[config.mk]
export PLATFORM = sky130hd
export DESIGN_NAME = alu_seq
export DESIGN_NICKNAME = d
export VERILOG_FILES = /design/src/rtl/alu_seq_pkg.sv /design/src/rtl/alu_seq_mul.sv /design/src/rtl/alu_seq.sv
export SDC_FILE = /design/constraint.sdc
export NUM_CORES = 2
export LEC_CHECK = 0
export ABC_AREA = 1
export CELL_PAD_IN_SITES_DETAIL_PLACEMENT = 1
export CELL_PAD_IN_SITES_GLOBAL_PLACEMENT = 2
export CORE_ASPECT_RATIO = 2
export CORE_MARGIN = 1
export CORE_UTILIZATION = 31
export DETAILED_ROUTE_END_ITERATION = 12
export PLACE_DENSITY_LB_ADDON = 0.1
export RECOVER_POWER = 25
export SYNTH_ARGS = -nofsm -noshare
export SYNTH_HDL_FRONTEND = slang
export SYNTH_HIERARCHICAL = 1
export SYNTH_SLANG_ARGS = --single-unit
[constraint.sdc]
create_clock -name CLK -period 4.3 [get_ports CLK]
set_clock_uncertainty 0.15 [all_clocks]
set_input_delay 0.43 -clock CLK [delete_from_list [all_inputs] [get_ports CLK]]
set_output_delay 0.43 -clock CLK [all_outputs]
set_load 0.05 [all_outputs]
[src/rtl/alu_seq_pkg.sv]
// alu_seq_pkg: opcode and FSM state encodings shared by the alu_seq slice
package alu_seq_pkg;
  localparam logic [3:0] OP_ADD  = 4'b0000;
  localparam logic [3:0] OP_SUB  = 4'b0001;
  localparam logic [3:0] OP_AND  = 4'b0010;
  localparam logic [3:0] OP_OR   = 4'b0011;
  localparam logic [3:0] OP_XOR  = 4'b0100;
  localparam logic [3:0] OP_XNOR = 4'b0101;
  localparam logic [3:0] OP_EQ   = 4'b0110;
  localparam logic [3:0] OP_MUL  = 4'b0111;
  localparam logic [3:0] OP_LTS  = 4'b1000;
  localparam logic [3:0] OP_LTU  = 4'b1001;
  localparam logic [3:0] OP_SLL  = 4'b1010;
  localparam logic [3:0] OP_SRA  = 4'b1011;
  localparam logic [3:0] OP_SRL  = 4'b1100;
  localparam logic [3:0] OP_NE   = 4'b1101;
  localparam logic [3:0] OP_BSEL = 4'b1110;
  localparam logic [3:0] OP_ILL  = 4'b1111;
  localparam logic [0:0] ST_IDLE = 1'b0;
  localparam logic [0:0] ST_MUL  = 1'b1;
endpackage

[src/rtl/alu_seq_mul.sv]
// alu_seq_mul: iterative LSB-first shift-add multiplier; accumulator is 2*WIDTH wide under ALU_SEQ_OVF_EN
module alu_seq_mul #(
  parameter int WIDTH = 64,
`ifdef ALU_SEQ_OVF_EN
  localparam int AW = 2 * WIDTH
`else
  localparam int AW = WIDTH
`endif
) (
  input  logic             CLK,
  input  logic             RST,
  input  logic             start,
  input  logic             run,
  input  logic [WIDTH-1:0] a,
  input  logic [WIDTH-1:0] b,
  output logic             done,
  output logic [AW-1:0]    prod
);
  localparam int SHW = $clog2(WIDTH);
  logic [WIDTH-1:0] a_r;
  logic [AW-1:0]    b_r;
  logic [AW-1:0]    acc;
  logic [SHW-1:0]   cnt;
  // prod includes the bit being processed this cycle so the final step yields the full product
  assign prod = acc + (a_r[0] ? b_r : '0);
  assign done = run && cnt == SHW'(WIDTH - 1);
  // load operands on start, then retire one multiplier bit per cycle
  always_ff @(posedge CLK) begin
    if (RST) begin
      a_r <= '0;
      b_r <= '0;
      acc <= '0;
      cnt <= '0;
    end else if (start) begin
      a_r <= a;
      b_r <= AW'(b);
      acc <= '0;
      cnt <= '0;
    end else if (run) begin
      acc <= prod;
      a_r <= a_r >> 1;
      b_r <= b_r << 1;
      cnt <= cnt + 1'b1;
    end
  end
endmodule

[src/rtl/alu_seq.sv]
// alu_seq: handshaked registered ALU with iterative multiply; ALU_SEQ_OVF_EN adds the ovf output
module alu_seq
  import alu_seq_pkg::*;
#(
  parameter int WIDTH = 64,
  localparam int SHW = $clog2(WIDTH),
`ifdef ALU_SEQ_OVF_EN
  localparam int AW = 2 * WIDTH
`else
  localparam int AW = WIDTH
`endif
) (
  input  logic             CLK,
  input  logic             RST,
  input  logic             in_valid,
  output logic             in_ready,
  input  logic [WIDTH-1:0] A,
  input  logic [WIDTH-1:0] B,
  input  logic [SHW-1:0]   shamt,
  input  logic [3:0]       aluctrl,
  output logic             out_valid,
  input  logic             out_ready,
  output logic [WIDTH-1:0] Z,
  output logic             zero,
`ifdef ALU_SEQ_OVF_EN
  output logic             ovf,
`endif
  output logic             err
);
  logic [0:0]       state;
  logic [WIDTH-1:0] res;
  logic [AW-1:0]    mprod;
  logic             mdone;
  logic             accept;
  assign in_ready = state == ST_IDLE && (!out_valid || out_ready);
  assign accept = in_valid && in_ready;
  alu_seq_mul #(.WIDTH(WIDTH)) u_mul (
    .CLK(CLK),
    .RST(RST),
    .start(accept && aluctrl == OP_MUL),
    .run(state == ST_MUL),
    .a(A),
    .b(B),
    .done(mdone),
    .prod(mprod)
  );
  // single-cycle result; mul and illegal produce 0 here
  always_comb begin
    res = '0;
    case (aluctrl)
      OP_ADD:  res = A + B;
      OP_SUB:  res = A - B;
      OP_AND:  res = A & B;
      OP_OR:   res = A | B;
      OP_XOR:  res = A ^ B;
      OP_XNOR: res = ~(A ^ B);
      OP_EQ:   res = WIDTH'(A == B);
      OP_NE:   res = WIDTH'(A != B);
      OP_LTS:  res = WIDTH'($signed(A) < $signed(B));
      OP_LTU:  res = WIDTH'(A < B);
      OP_SLL:  res = A << shamt;
      OP_SRA:  res = WIDTH'($signed(A) >>> shamt);
      OP_SRL:  res = A >> shamt;
      OP_BSEL: res = WIDTH'(A[B[SHW-1:0]]);
      default: res = '0;
    endcase
  end
`ifdef ALU_SEQ_OVF_EN
  logic res_ovf;
  assign res_ovf = aluctrl == OP_ADD ? (A[WIDTH-1] == B[WIDTH-1] && res[WIDTH-1] != A[WIDTH-1]) :
                   aluctrl == OP_SUB ? (A[WIDTH-1] != B[WIDTH-1] && res[WIDTH-1] != A[WIDTH-1]) : 1'b0;
`endif
  // FSM and output register: mul completion, new accepts, or draining the held result
  always_ff @(posedge CLK) begin
    if (RST) begin
      state     <= ST_IDLE;
      out_valid <= 1'b0;
      Z         <= '0;
      zero      <= 1'b1;
      err       <= 1'b0;
`ifdef ALU_SEQ_OVF_EN
      ovf       <= 1'b0;
`endif
    end else if (mdone) begin
      state     <= ST_IDLE;
      out_valid <= 1'b1;
      Z         <= mprod[WIDTH-1:0];
      zero      <= mprod[WIDTH-1:0] == '0;
      err       <= 1'b0;
`ifdef ALU_SEQ_OVF_EN
      ovf       <= |mprod[AW-1:WIDTH];
`endif
    end else if (accept && aluctrl == OP_MUL) begin
      state     <= ST_MUL;
      out_valid <= 1'b0;
    end else if (accept) begin
      out_valid <= 1'b1;
      Z         <= res;
      zero      <= res == '0;
      err       <= aluctrl == OP_ILL;
`ifdef ALU_SEQ_OVF_EN
      ovf       <= res_ovf;
`endif
    end else if (out_ready) begin
      out_valid <= 1'b0;
    end
  end
endmodule

==> results.py <==
metrics = {
    "detailed_routing": {
        "drcViolationCount": 0,
        "ant_nets": 0,
        "wl_um": 362000,
        "drtPass1Iterations": 6,
        "via_count": 66734,
        "first_iter_violations": 5801,
        "wl_per_cell_um": 31.2,
        "viasPerCell": 5.75,
    },
    "grt": {
        "grt_pass1_wl_um": 507000,
        "grt_pass1_vias": 69388,
        "grt_max_degree": 97,
        "antenna_found_initial": 41,
        "grt_usage_pct": 51.6,
        "gr-total-overflow": 0,
    },
    "floorplanning": {
        "dieHeight_um": 527,
        "ios": 210,
        "core-area_um2": 137000,
        "rows": 192,
        "start_util_pct": 31.2,
        "die_w_um": 264,
        "die-area_um2": 139000,
    },
    "cells_and_area": {
        "final_nets": 10228,
        "multiInputGateArea_um2": 30800,
        "regArea_um2": 5330,
        "fillers": 19405,
        "drive_gt1_share_pct": 18.5,
        "area_delta_synth_final_pct": 38.6,
    },
    "clock_tree": {
        "cts_root_buffer": "clkbuf_16",
        "clk_latency_ps": 700,
        "clock_path_buffers": 3,
        "hold_buffers": 0,
        "cts_tree": "yes",
        "numCtsBuffers": 28,
        "cts_max_level": 1,
        "cts.clk_slew.worst_paths_ps": 80,
        "cts_sinks": 266,
    },
    "synth": {
        "synth_top_area_cell": "nand2_1",
        "synth_area_leaders": "nand2_1, nand3_1, dfxtp_1, inv_1, ha_1",
        "synth_top_area_share_pct": 26.8,
        "synth_top_cells_by_count": "nand2_1, inv_1, nand3_1, nor2_1, dfxtp_1",
        "synth.most_common_cell": "nand2_1",
        "synth_cells": 8373,
        "avgSynthCellArea_um2": 5.09,
        "synth_ff_type": "dfxtp_1",
        "async_flop_share_pct": 0,
        "synth_cell_types": 52,
        "yosysWarnings": 6,
        "yosysSeqAreaShare_pct": 12.5,
        "ys_ff_latch": 266,
        "synth_area_um2": 42700,
        "synth_edf_count": 0,
        "syn-num-nets": 8783,
    },
    "timing": {
        "worst_hold_slack_ps": 120,
        "min_period_over_period_pct": 98.5,
        "fin_crit_ps": 4230,
        "finalMaxSlewViolations": 0,
        "fmax_ghz": 0.236,
        "setup_viol": 0,
        "hold_viol": 0,
        "worst_pin_slew_ps": 1380,
        "slew_headroom_pct": 8.23,
    },
    "placed_design": {
        "hpwl_um": 297000,
        "gp_congestion": 1.13,
        "io_buffer_count": 209,
    },
    "power": {
        "power_frac_seq_pct": 21.4,
        "comb_power_share_pct": 56.5,
        "switchingPower_uw": 5950,
        "finalPower_uw": 12100,
        "pwr-share-clk_pct": 22.1,
        "switching_share_pct": 49.0,
        "intPower_uw": 6190,
        "p_leak_uw": 0.0334,
        "powerDensity_nw_per_um2": 205,
        "ir_drop_mv": 0.347,
    },
    "worst_setup_path": {
        "cp-end-kind": "flip-flop",
        "reg2reg_from": "u_mul/a_r[0]",
        "crit_arrival_ps": 4740,
        "start_kind": "primary input",
        "startpoint": "A[49]",
        "critPathMaxFanout": 5,
        "path_class": "primary input to flip-flop",
        "worst_ep_required_time_ps": 4800,
    },
    "hold_path": {
        "hold_start": "RST",
        "hp-class": "primary input to flip-flop",
    },
    "flow_run": {
        "cap_violations": 0,
    },
    "run_status": {
        "status": "complete, no violations",
    },
}
## layer usage
layer	up-vias	global-route usage, %	part of all wire, %
met5	-	0.632	0.033
met4	18	63.0	15
met3	1983	14.4	7.4
met2	3398	85.3	46
met1	32014	46.7	31
li1	29321	-	-
## critical path, cell delays in order
cell	delay, ps
clkdlybuf4s50_1	660
buf_12	270
buf_4	180
nand2_1	130
nand3_2	100
nand3_1	130
nand3_1	230
nand3_1	750
nand3_1	150
nand2_1	140
nand2_1	60
o21ai_1	190
nand2_1	220
nor2_1	340
nand3_1	120
nor2_1	120
nand2_1	120
nor2_1	100
nand2_1	80
nand2_1	70
nand2_1	50
nand2_1	60
## stage by stage
stage                     cell area (um^2)  cells  util (%)  setup WS (ps)  TNS [ps]
final                                59100  11609      43.3           65.7         0
after global routing                 59100  11593      43.2          -21.8     -21.8
after CTS                            59000  11583      43.2           40.9         0
after detailed placement             58100  11532      42.5           -570     -3020
after global placement               58100  11532      42.5           -640     -2800
after floorplan                      42700   8373         -           1050         0
## registers in the layout, indices dropped and copies added, names as in the netlist, 6 cells and up
register   flops
Z             64
u_mul/a_r     64
u_mul/acc     64
u_mul/b_r     64
u_mul/cnt      6
## power by group through the flow
stage / sequential, uW / clock, uW / combinational [uW]
2_1_floorplan: 2770 / 0 / 2490
3_3_place_gp: 2650 / 0 / 6330
3_5_place_dp: 2650 / 0 / 6410
4_1_cts: 2600 / 2710 / 6440
5_1_grt: 2600 / 2770 / 7060
6_report: 2600 / 2680 / 6860
## placed cells by master (no fill, tap or decap), types with 139 or more instances in the layout
cell,Yosys,routed
nand3_1,1281,1279
o21ai_0,180,180
a21oi_1,232,229
clkdlybuf4s50_1,0,139
nor2_1,719,710
ha_1,265,264
nand2_1,3051,3035
buf_4,7,1492
inv_1,1299,1294
dfxtp_1,266,265
## repair_timing
action | 4_1_cts | 5_1_grt
setup endpoints to repair | 1 | 6
buffers inserted | 0 | 2
resized for setup | 1 | 32
pin swaps | 0 | 1
## worst paths after layout
kind                              end  cells after the start  slack [ps]
worst max-delay path             zero                     22          70
worst min-delay path            Z[31]                      2         120
worst max register to register   zero                     20          70
worst min register to register  Z[15]                      2         330
## cell type report
| cell class | count | area share, % |
|---|---|---|
| inverter | 1336 | 8.50 |
| tap | 1746 | 3.69 |
| multi-input combinational | 6409 | 52.1 |
| timing repair buffer | 1777 | 25.0 |
| clock inverter | 19 | 0.264 |
| clock buffer | 32 | 1.28 |
| antenna | 24 | 0.102 |
| sequential | 266 | 9.01 |
## cell families after synthesis
group                      synth area share [%]
AOI/OAI and AO/OA                          10.7
xor gates and xnor gates                  0.713
adders and majority gates                  7.91
buffers and inverters                      15.6
DFF                                        12.5
and+or+nand+nor                            52.6
(Power assumes the default switching activity.)
